**src/rtl/dvi_tx_video_timing_gen.sv**
```systemverilog
// rtl/dvi_tx_video_timing_gen.sv - raster timing and test pattern source for the DVI transmit path
module dvi_tx_video_timing_gen #(
  parameter int H_ACTIVE = 1920,
  parameter int H_FP     = 88,
  parameter int H_SYNC   = 44,
  parameter int H_BP     = 148,
  parameter int V_ACTIVE = 1080,
  parameter int V_FP     = 4,
  parameter int V_SYNC   = 5,
  parameter int V_BP     = 36,
  parameter bit HS_POL   = 1'b1,
  parameter bit VS_POL   = 1'b1,
  parameter int CNT_W    = 12
) (
  input  logic             clock,
  input  logic             reset,
  input  logic [1:0]       pattern_sel,
  output logic             hsync,
  output logic             vsync,
  output logic             den,
  output logic [7:0]       red,
  output logic [7:0]       green,
  output logic [7:0]       blue,
  output logic             frame_start,
  output logic [CNT_W-1:0] h_pos,
  output logic [CNT_W-1:0] v_pos
);

  localparam int H_TOTAL = H_ACTIVE + H_FP + H_SYNC + H_BP;
  localparam int V_TOTAL = V_ACTIVE + V_FP + V_SYNC + V_BP;
  localparam int BAR_W   = H_ACTIVE / 8;

  localparam logic [CNT_W-1:0] H_LAST     = CNT_W'(H_TOTAL - 1);
  localparam logic [CNT_W-1:0] V_LAST     = CNT_W'(V_TOTAL - 1);
  localparam logic [CNT_W-1:0] H_ACT_END  = CNT_W'(H_ACTIVE);
  localparam logic [CNT_W-1:0] V_ACT_END  = CNT_W'(V_ACTIVE);
  localparam logic [CNT_W-1:0] HS_START   = CNT_W'(H_ACTIVE + H_FP);
  localparam logic [CNT_W-1:0] HS_END     = CNT_W'(H_ACTIVE + H_FP + H_SYNC);
  localparam logic [CNT_W-1:0] VS_START   = CNT_W'(V_ACTIVE + V_FP);
  localparam logic [CNT_W-1:0] VS_END     = CNT_W'(V_ACTIVE + V_FP + V_SYNC);
  localparam logic [CNT_W-1:0] BAR_LAST   = CNT_W'(BAR_W - 1);

  logic [CNT_W-1:0] h_cnt;
  logic [CNT_W-1:0] v_cnt;
  logic [CNT_W-1:0] bar_px;
  logic [2:0]       bar_idx;
  logic [1:0]       pat_q;

  logic        frame_origin;
  logic [1:0]  pat_cur;
  logic        hs_act;
  logic        vs_act;
  logic        de_act;
  logic [23:0] pix_rgb;

  function automatic logic [23:0] bar_colour(input logic [2:0] idx);
    case (idx)
      3'd0:    bar_colour = 24'hFFFFFF;
      3'd1:    bar_colour = 24'hFFFF00;
      3'd2:    bar_colour = 24'h00FFFF;
      3'd3:    bar_colour = 24'h00FF00;
      3'd4:    bar_colour = 24'hFF00FF;
      3'd5:    bar_colour = 24'hFF0000;
      3'd6:    bar_colour = 24'h0000FF;
      default: bar_colour = 24'h000000;
    endcase
  endfunction

  // Bar position tracks h_cnt incrementally so no divide by BAR_W is needed.
  always_ff @(posedge clock) begin
    if (reset) begin
      h_cnt   <= '0;
      v_cnt   <= '0;
      bar_px  <= '0;
      bar_idx <= '0;
      pat_q   <= 2'b00;
    end else begin
      if (h_cnt == H_LAST) begin
        h_cnt   <= '0;
        bar_px  <= '0;
        bar_idx <= '0;
        v_cnt   <= (v_cnt == V_LAST) ? '0 : v_cnt + 1'b1;
      end else begin
        h_cnt <= h_cnt + 1'b1;
        if (bar_px == BAR_LAST) begin
          bar_px  <= '0;
          bar_idx <= bar_idx + 3'd1;
        end else begin
          bar_px <= bar_px + 1'b1;
        end
      end
      if (frame_origin) begin
        pat_q <= pattern_sel;
      end
    end
  end

  // The pattern is captured at the frame origin and used for that very pixel.
  assign frame_origin = (h_cnt == '0) && (v_cnt == '0);
  assign pat_cur      = frame_origin ? pattern_sel : pat_q;
  assign hs_act       = (h_cnt >= HS_START) && (h_cnt < HS_END);
  assign vs_act       = (v_cnt >= VS_START) && (v_cnt < VS_END);
  assign de_act       = (h_cnt < H_ACT_END) && (v_cnt < V_ACT_END);

  always_comb begin
    pix_rgb = 24'h000000;
    if (de_act) begin
      case (pat_cur)
        2'b00:   pix_rgb = bar_colour(bar_idx);
        2'b01:   pix_rgb = {3{h_cnt[7:0]}};
        2'b10:   pix_rgb = (h_cnt[5] ^ v_cnt[5]) ? 24'hFFFFFF : 24'h000000;
        default: pix_rgb = 24'h000000;
      endcase
    end
  end

  always_ff @(posedge clock) begin
    if (reset) begin
      hsync       <= ~HS_POL;
      vsync       <= ~VS_POL;
      den         <= 1'b0;
      red         <= 8'h00;
      green       <= 8'h00;
      blue        <= 8'h00;
      frame_start <= 1'b0;
      h_pos       <= '0;
      v_pos       <= '0;
    end else begin
      hsync       <= hs_act ? HS_POL : ~HS_POL;
      vsync       <= vs_act ? VS_POL : ~VS_POL;
      den         <= de_act;
      red         <= pix_rgb[23:16];
      green       <= pix_rgb[15:8];
      blue        <= pix_rgb[7:0];
      frame_start <= frame_origin;
      h_pos       <= h_cnt;
      v_pos       <= v_cnt;
    end
  end

endmodule

```
**config.mk**
```make
export PLATFORM = sky130hd
export DESIGN_NAME = dvi_tx_video_timing_gen
export DESIGN_NICKNAME = d
export VERILOG_FILES = /design/src/rtl/dvi_tx_video_timing_gen.sv
export SDC_FILE = /design/constraint.sdc
export NUM_CORES = 1
export LEC_CHECK = 0
export CAP_MARGIN = 0
export CELL_PAD_IN_SITES_DETAIL_PLACEMENT = 2
export CELL_PAD_IN_SITES_GLOBAL_PLACEMENT = 2
export CORE_ASPECT_RATIO = 1.25
export CORE_MARGIN = 5
export CORE_UTILIZATION = 30
export DETAILED_ROUTE_END_ITERATION = 12
export PLACE_DENSITY = 0.8
export SYNTH_ARGS = -nofsm -noshare
export SYNTH_HDL_FRONTEND = slang
export SYNTH_SLANG_ARGS = --single-unit
export TNS_END_PERCENT = 1
```
**constraint.sdc**
```tcl
create_clock -name clock -period 2.05 [get_ports clock]
set_input_delay 0.41 -clock clock [delete_from_list [all_inputs] [get_ports clock]]
set_output_delay 0.41 -clock clock [all_outputs]
set_load 0.005 [all_outputs]
```
-- Word-level counts from Yosys, hierarchy flattened
Index checks and enable logic that the tools add are counted.
- muxes and demuxes: 7
- magnitude comparators: 6
- $add $sub $neg: 4
- bitwise gates (word level): 2
- eq/ne operators: 11
- reduce and logical (&&, ||, !) cells: 11
- operators by type and width (operator ; count):
    one-hot mux 24 bit (7 select lines) ; 1
    one-hot mux 24 bit (3 select lines) ; 1
    adder 12 x 1 -> 12 bit, second input constant ; 3
    < comparator 12 x 11 -> 1 bit, second input constant ; 3
    greater-or-equal comparator 12 x 11 -> 1 bit, second input constant ; 2
    logical NOT 12 bit ; 2
    two-way mux 24 bit ; 1
    == test 12 x 11 -> 1 bit, second input constant ; 1
    == test 12 bit, second input constant ; 1
    == test 12 x 8 -> 1 bit, second input constant ; 1
    < comparator 12 bit, second input constant ; 1
    two-way mux 12 bit ; 1
    == test 3 bit, second input constant ; 3
    == test 3 x 2 -> 1 bit, second input constant ; 2
    logical AND 1 bit ; 4
    OR reduction 2 bit ; 2
    adder 3 x 1 -> 3 bit, second input constant ; 1
    == test 3 x 1 -> 1 bit, second input constant ; 1
    logical NOT 3 bit ; 1
    OR reduction 3 bit ; 1
    == test 2 x 1 -> 1 bit, second input constant ; 1
    == test 2 bit, second input constant ; 1
    logical NOT 2 bit ; 1
    two-way mux 1 bit ; 2
    other kinds (3) ; 3
- flip-flop bits (word level): 93
- input bits: 4
- output and inout bits: 52
- word-level logic and storage cells: 55

-- Logic depth before layout (Yosys ltp)
- word-level depth: 5
- depth in mapped cells: 8
- depth with buffers taken out: 7

-- Least setup slack after synthesis
OpenSTA, ideal clock, no wires.
- path type: register to register
- from: reg h_cnt[0]
- to: reg red[0]
- buffers on the path: 0
- clock period less this slack: 1902 ps
- data required time: 1909 ps
- cell stages (with the launch flop): 8
- arrival: 1761 ps
- setup slack: 148 ps
- path through: dfxtp_1 -> inv_1 -> ha_1 -> nor4b_2 -> nand4_2 -> nor2_8 -> mux2i_1 -> a21oi_1
- word-level cells in the longest chain between the ends: 5
- RTL lines (item ; RTL line ; RTL):
    start: declaration ; 43 ; logic [CNT_W-1:0] h_cnt;
    start signal: assignment ; 84 ; h_cnt <= h_cnt + 1'b1;
    branches (longest 5 deep; another with < comparator 12 x 11 -> 1 bit) ; n/a ;
    end signal: assignment ; 132 ; red <= pix_rgb[23:16];
    end: declaration ; 21 ; output logic [7:0] red,
Several ways; the timed one is not identified.
A chain may end at the register's enable or synchronous reset.

-- Final worst setup path
- from: reg h_cnt[1]
- to: reg pat_q[1]
- word-level cells in the longest chain between the ends: 3
- RTL lines (item ; RTL line ; RTL):
    logical NOT 12 bit ; 99 ; assign frame_origin = (h_cnt == '0) && (v_cnt == '0);
    logical AND 1 bit ; 99 ;
    two-way mux 2 bit ; n/a ;
    end signal: assignment ; 93 ; pat_q <= pattern_sel;
    end: declaration ; 47 ; logic [1:0] pat_q;
No other way between the ends.

==> results.sh <==
export IMPL_vdd_drop_max_mv=0.405
export IMPL_synth_simple_area_share=0.252
export IMPL_via_count=2997
export IMPL_cts_hold_buf=0
export IMPL_start_util=0.304
export IMPL_clk_latency_ps=340
export IMPL_m1WireLength_um=4310
export IMPL_gp_congestion=0.745
export IMPL_synth_seq_cells=93
export IMPL_synthCells=382
export IMPL_final_cells=630
export IMPL_outcome="finished, final reports clean"
export IMPL_drive_gt1_frac=0.161
export IMPL_synthMuxAreaShare=0.0210
export IMPL_cts_sinks=93
export IMPL_route_final_wire_length_um=10700
export IMPL_final_common_cell="dfxtp_1"
export IMPL_worst_path_largest_cell_delay_ps=360
export IMPL_die_y_um=134
export IMPL_grt_max_degree=25
export IMPL_cts_tree="done"
export IMPL_layout_common_cells="91 x dfxtp_1, 58 x nor2_1, 55 x clkdlybuf4s50_1"
export IMPL_grt_total_usage=0.151
export IMPL_synth_cell_area_mm2=0.00369
export IMPL_end_kind="flip-flop"
export IMPL_avgSynthCellArea_um2=9.65
export IMPL_cts_max_level=3
export IMPL_synthesis_nets=396
export IMPL_cp_common_cell="buf_4"
export IMPL_crit_fanout=6
export IMPL_tightest_slew_ps=392
export IMPL_hpwlAfterDp_um=7570
export IMPL_fin_nets=475
export IMPL_cts_root_buf="clkbuf_16"
export IMPL_cp_top_family="simple AND/OR/NAND/NOR gates"
export IMPL_setup_violations=0
export IMPL_synth_top_family_by_area="simple AND/OR/NAND/NOR gates"
export IMPL_fmax_ghz=0.504
export IMPL_ys_seq_area_frac=0.505
export IMPL_cp_slowest_cell="dfxtp_1"
export IMPL_power_density_mw_per_mm2=844
export IMPL_num_rows=45
export IMPL_hold_viol_final=0
export IMPL_critical_path_cell_chain="inv_1, ha_1, nor4b_4, nand4_4, nor2_8, buf_4, buf_4, mux2i_1, nor2_1"
export IMPL_grt_pass1_vias=3401
export IMPL_dr_pass1_iters=4
export IMPL_synth_edff_count=0
export IMPL_grt_antenna_before_repair=0
export IMPL_rsz0062_at_grt="true"
export IMPL_drv_cap=0
export IMPL_via_per_inst=4.76
export IMPL_yosys_most_used_dff="dfxtp_1"
export IMPL_io_pins=56
export IMPL_fp_dieArea_mm2=0.0146
export IMPL_antennaDiodeCount=0
export IMPL_fin_crit_sh=0.969
export IMPL_post_route_min_period_ps=1990
export IMPL_top_layer="met4"
export IMPL_wl_per_cell_um=17.1
export IMPL_synth_top_area_frac=0.505
export IMPL_drc=0
export IMPL_synth_largest_area_cell="dfxtp_1"
export IMPL_routed_wl_met2_um=5970
export IMPL_tns_ps=0
export IMPL_async_flop_share=0
export IMPL_path_class="flip-flop to flip-flop"
export IMPL_cp_num_buf_inv=3
export IMPL_finClkSkew_ps=7.96
export IMPL_ys_types=46
export IMPL_utilization=0.412
export IMPL_worstPathRequired_ps=2280
export IMPL_slew_violations=0
export IMPL_hp_class="flip-flop to flip-flop"
export IMPL_core_area_mm2=0.0121
export IMPL_yosysWarnings=0
export IMPL_drt_iter0_markers=81
export IMPL_dp_cells=610
export IMPL_arrival_ps=2220
export IMPL_synthTopCellsByArea="dfxtp_1 51%, nor2_1 5.9%, xor2_1 5.0%, a21oi_1 4.1%, ha_1 3.4%"
export IMPL_wl_met3_um=336
export IMPL_grt_first_pass_wirelength_um=17200
export IMPL_grt_ovfl_total=0
export IMPL_ant_nets=0
export IMPL_r2r_setup_slack_ps=60
export IMPL_synth_adder_area_share=0.0339
export IMPL_start_kind="flip-flop"
export IMPL_synth_xor_area_frac=0.0737
export IMPL_portBuffers=55
export IMPL_numCtsBuffers=9
export IMPL_p_leak_nw=1.90
export IMPL_clk_pin_slew_ps=70
export IMPL_area_growth_syn_to_layout_pct=35.2
export IMPL_clockBufferDepth=2
export IMPL_slew_headroom=0.737
export IMPL_die_w_um=109
export IMPL_synth_compound_area_frac=0.0692
-- cell usage after synthesis (2+ instances only) --
cell,n
dfxtp_1,93
nor2_1,58
a21oi_1,30
xor2_1,21
nor2b_1,20
nand2_1,19
nand3_1,18
nand4_1,12
clkbuf_1,10
ha_1,10
inv_1,10
xnor2_1,10
buf_2,8
o21ai_0,8
mux2i_1,5
and4_1,4
nor3_1,3
or2_2,3
or3_1,3
and3_1,2
buf_6,2
buf_8,2
mux2i_2,2
nand3b_1,2
nor4_1,2
nor4_4,2
nor4b_2,2
o21ai_1,2
or2_1,2
-- where the power goes --
part / internal (W) / total (W) / leakage (nW) / switching, W
Clock: 0.00107 / 0.00180 / 0.152 / 0.000723
Combinational: 0.000255 / 0.000469 / 0.986 / 0.000214
Sequential: 0.00189 / 0.00194 / 0.758 / 0.0000450
Total: 0.00322 / 0.00420 / 1.90 / 0.000982
-- routing by layer --
metal  global-route usage  up-vias
met5                    0        -
met1                0.165     1504
met2                0.284       42
li1                     -     1442
met3               0.0318        9
met4               0.0456        0
-- timing repair --
| action | CTS | global route |
|---|---|---|
| gates cloned | 0 | 1 |
| setup endpoints to repair | 24 | 24 |
| buffers inserted | 0 | 3 |
| endpoints found under the hold margin | 0 | 0 |
| gates resized for setup | 4 | 9 |
| pin swaps | 2 | 1 |
-- layout make-up --
| class | count | area (um^2) |
|---|---|---|
| Clock buffer | 9 | 225 |
| Tap cell | 164 | 205 |
| Fill cell | 1301 | 7120 |
| Timing Repair Buffer | 89 | 826 |
| Inverter | 10 | 37.5 |
| Multi-Input combinational cell | 258 | 1730 |
| Sequential cell | 93 | 1860 |
| Clock inverter | 7 | 97.6 |
-- worst paths after layout --
check | endpoint | cells after the start | from
worst max register to register | pat_q[1] | 9 | h_cnt[1]
worst max-delay path | pat_q[1] | 9 | h_cnt[1]
worst min register to register | bar_px[0] | 1 | bar_px[0]
worst min-delay path | bar_px[0] | 1 | bar_px[0]
-- metrics by stage --
step | hold slack [ps] | area, um^2 | total power [W] | setup slack, ps
final | 484 | 4980 | 0.00420 | 64.3
after global routing | 505 | 4980 | 0.00438 | -43.4
after CTS | 493 | 4910 | 0.00422 | 14.1
after detailed placement | 471 | 4560 | 0.00240 | -47.3
after global placement | 440 | 4560 | 0.00238 | 57.1
after floorplan | 426 | 3690 | 0.00216 | 148
-- worst reg2reg max path, cell delays in order, from the launching register on --
cell and delay (ps):
dfxtp_1 360, inv_1 100, ha_1 160, nor4b_4 270, nand4_4 190, nor2_8 250, buf_4 180, buf_4 110
mux2i_1 210, nor2_1 60
-- logic make-up (layout without fill, tap and decap cells) --
family          after synthesis  in the layout
flops                        93             93
buf+inv                      32            115
xor+xnor                     31             31
mux                           7              7
fa+ha+maj                    10             10
compound gates               45             46
simple gates                164            164
-- registers in the layout, indices dropped and copies added, names as in the netlist --
register     count
red              8
v_pos           12
bar_px          12
vsync            1
h_cnt           12
v_cnt           12
pat_q            2
den              1
blue             8
hsync            1
frame_start      1
h_pos           12
green            8
bar_idx          3
Note: power is estimated with default switching activity, not from simulation.
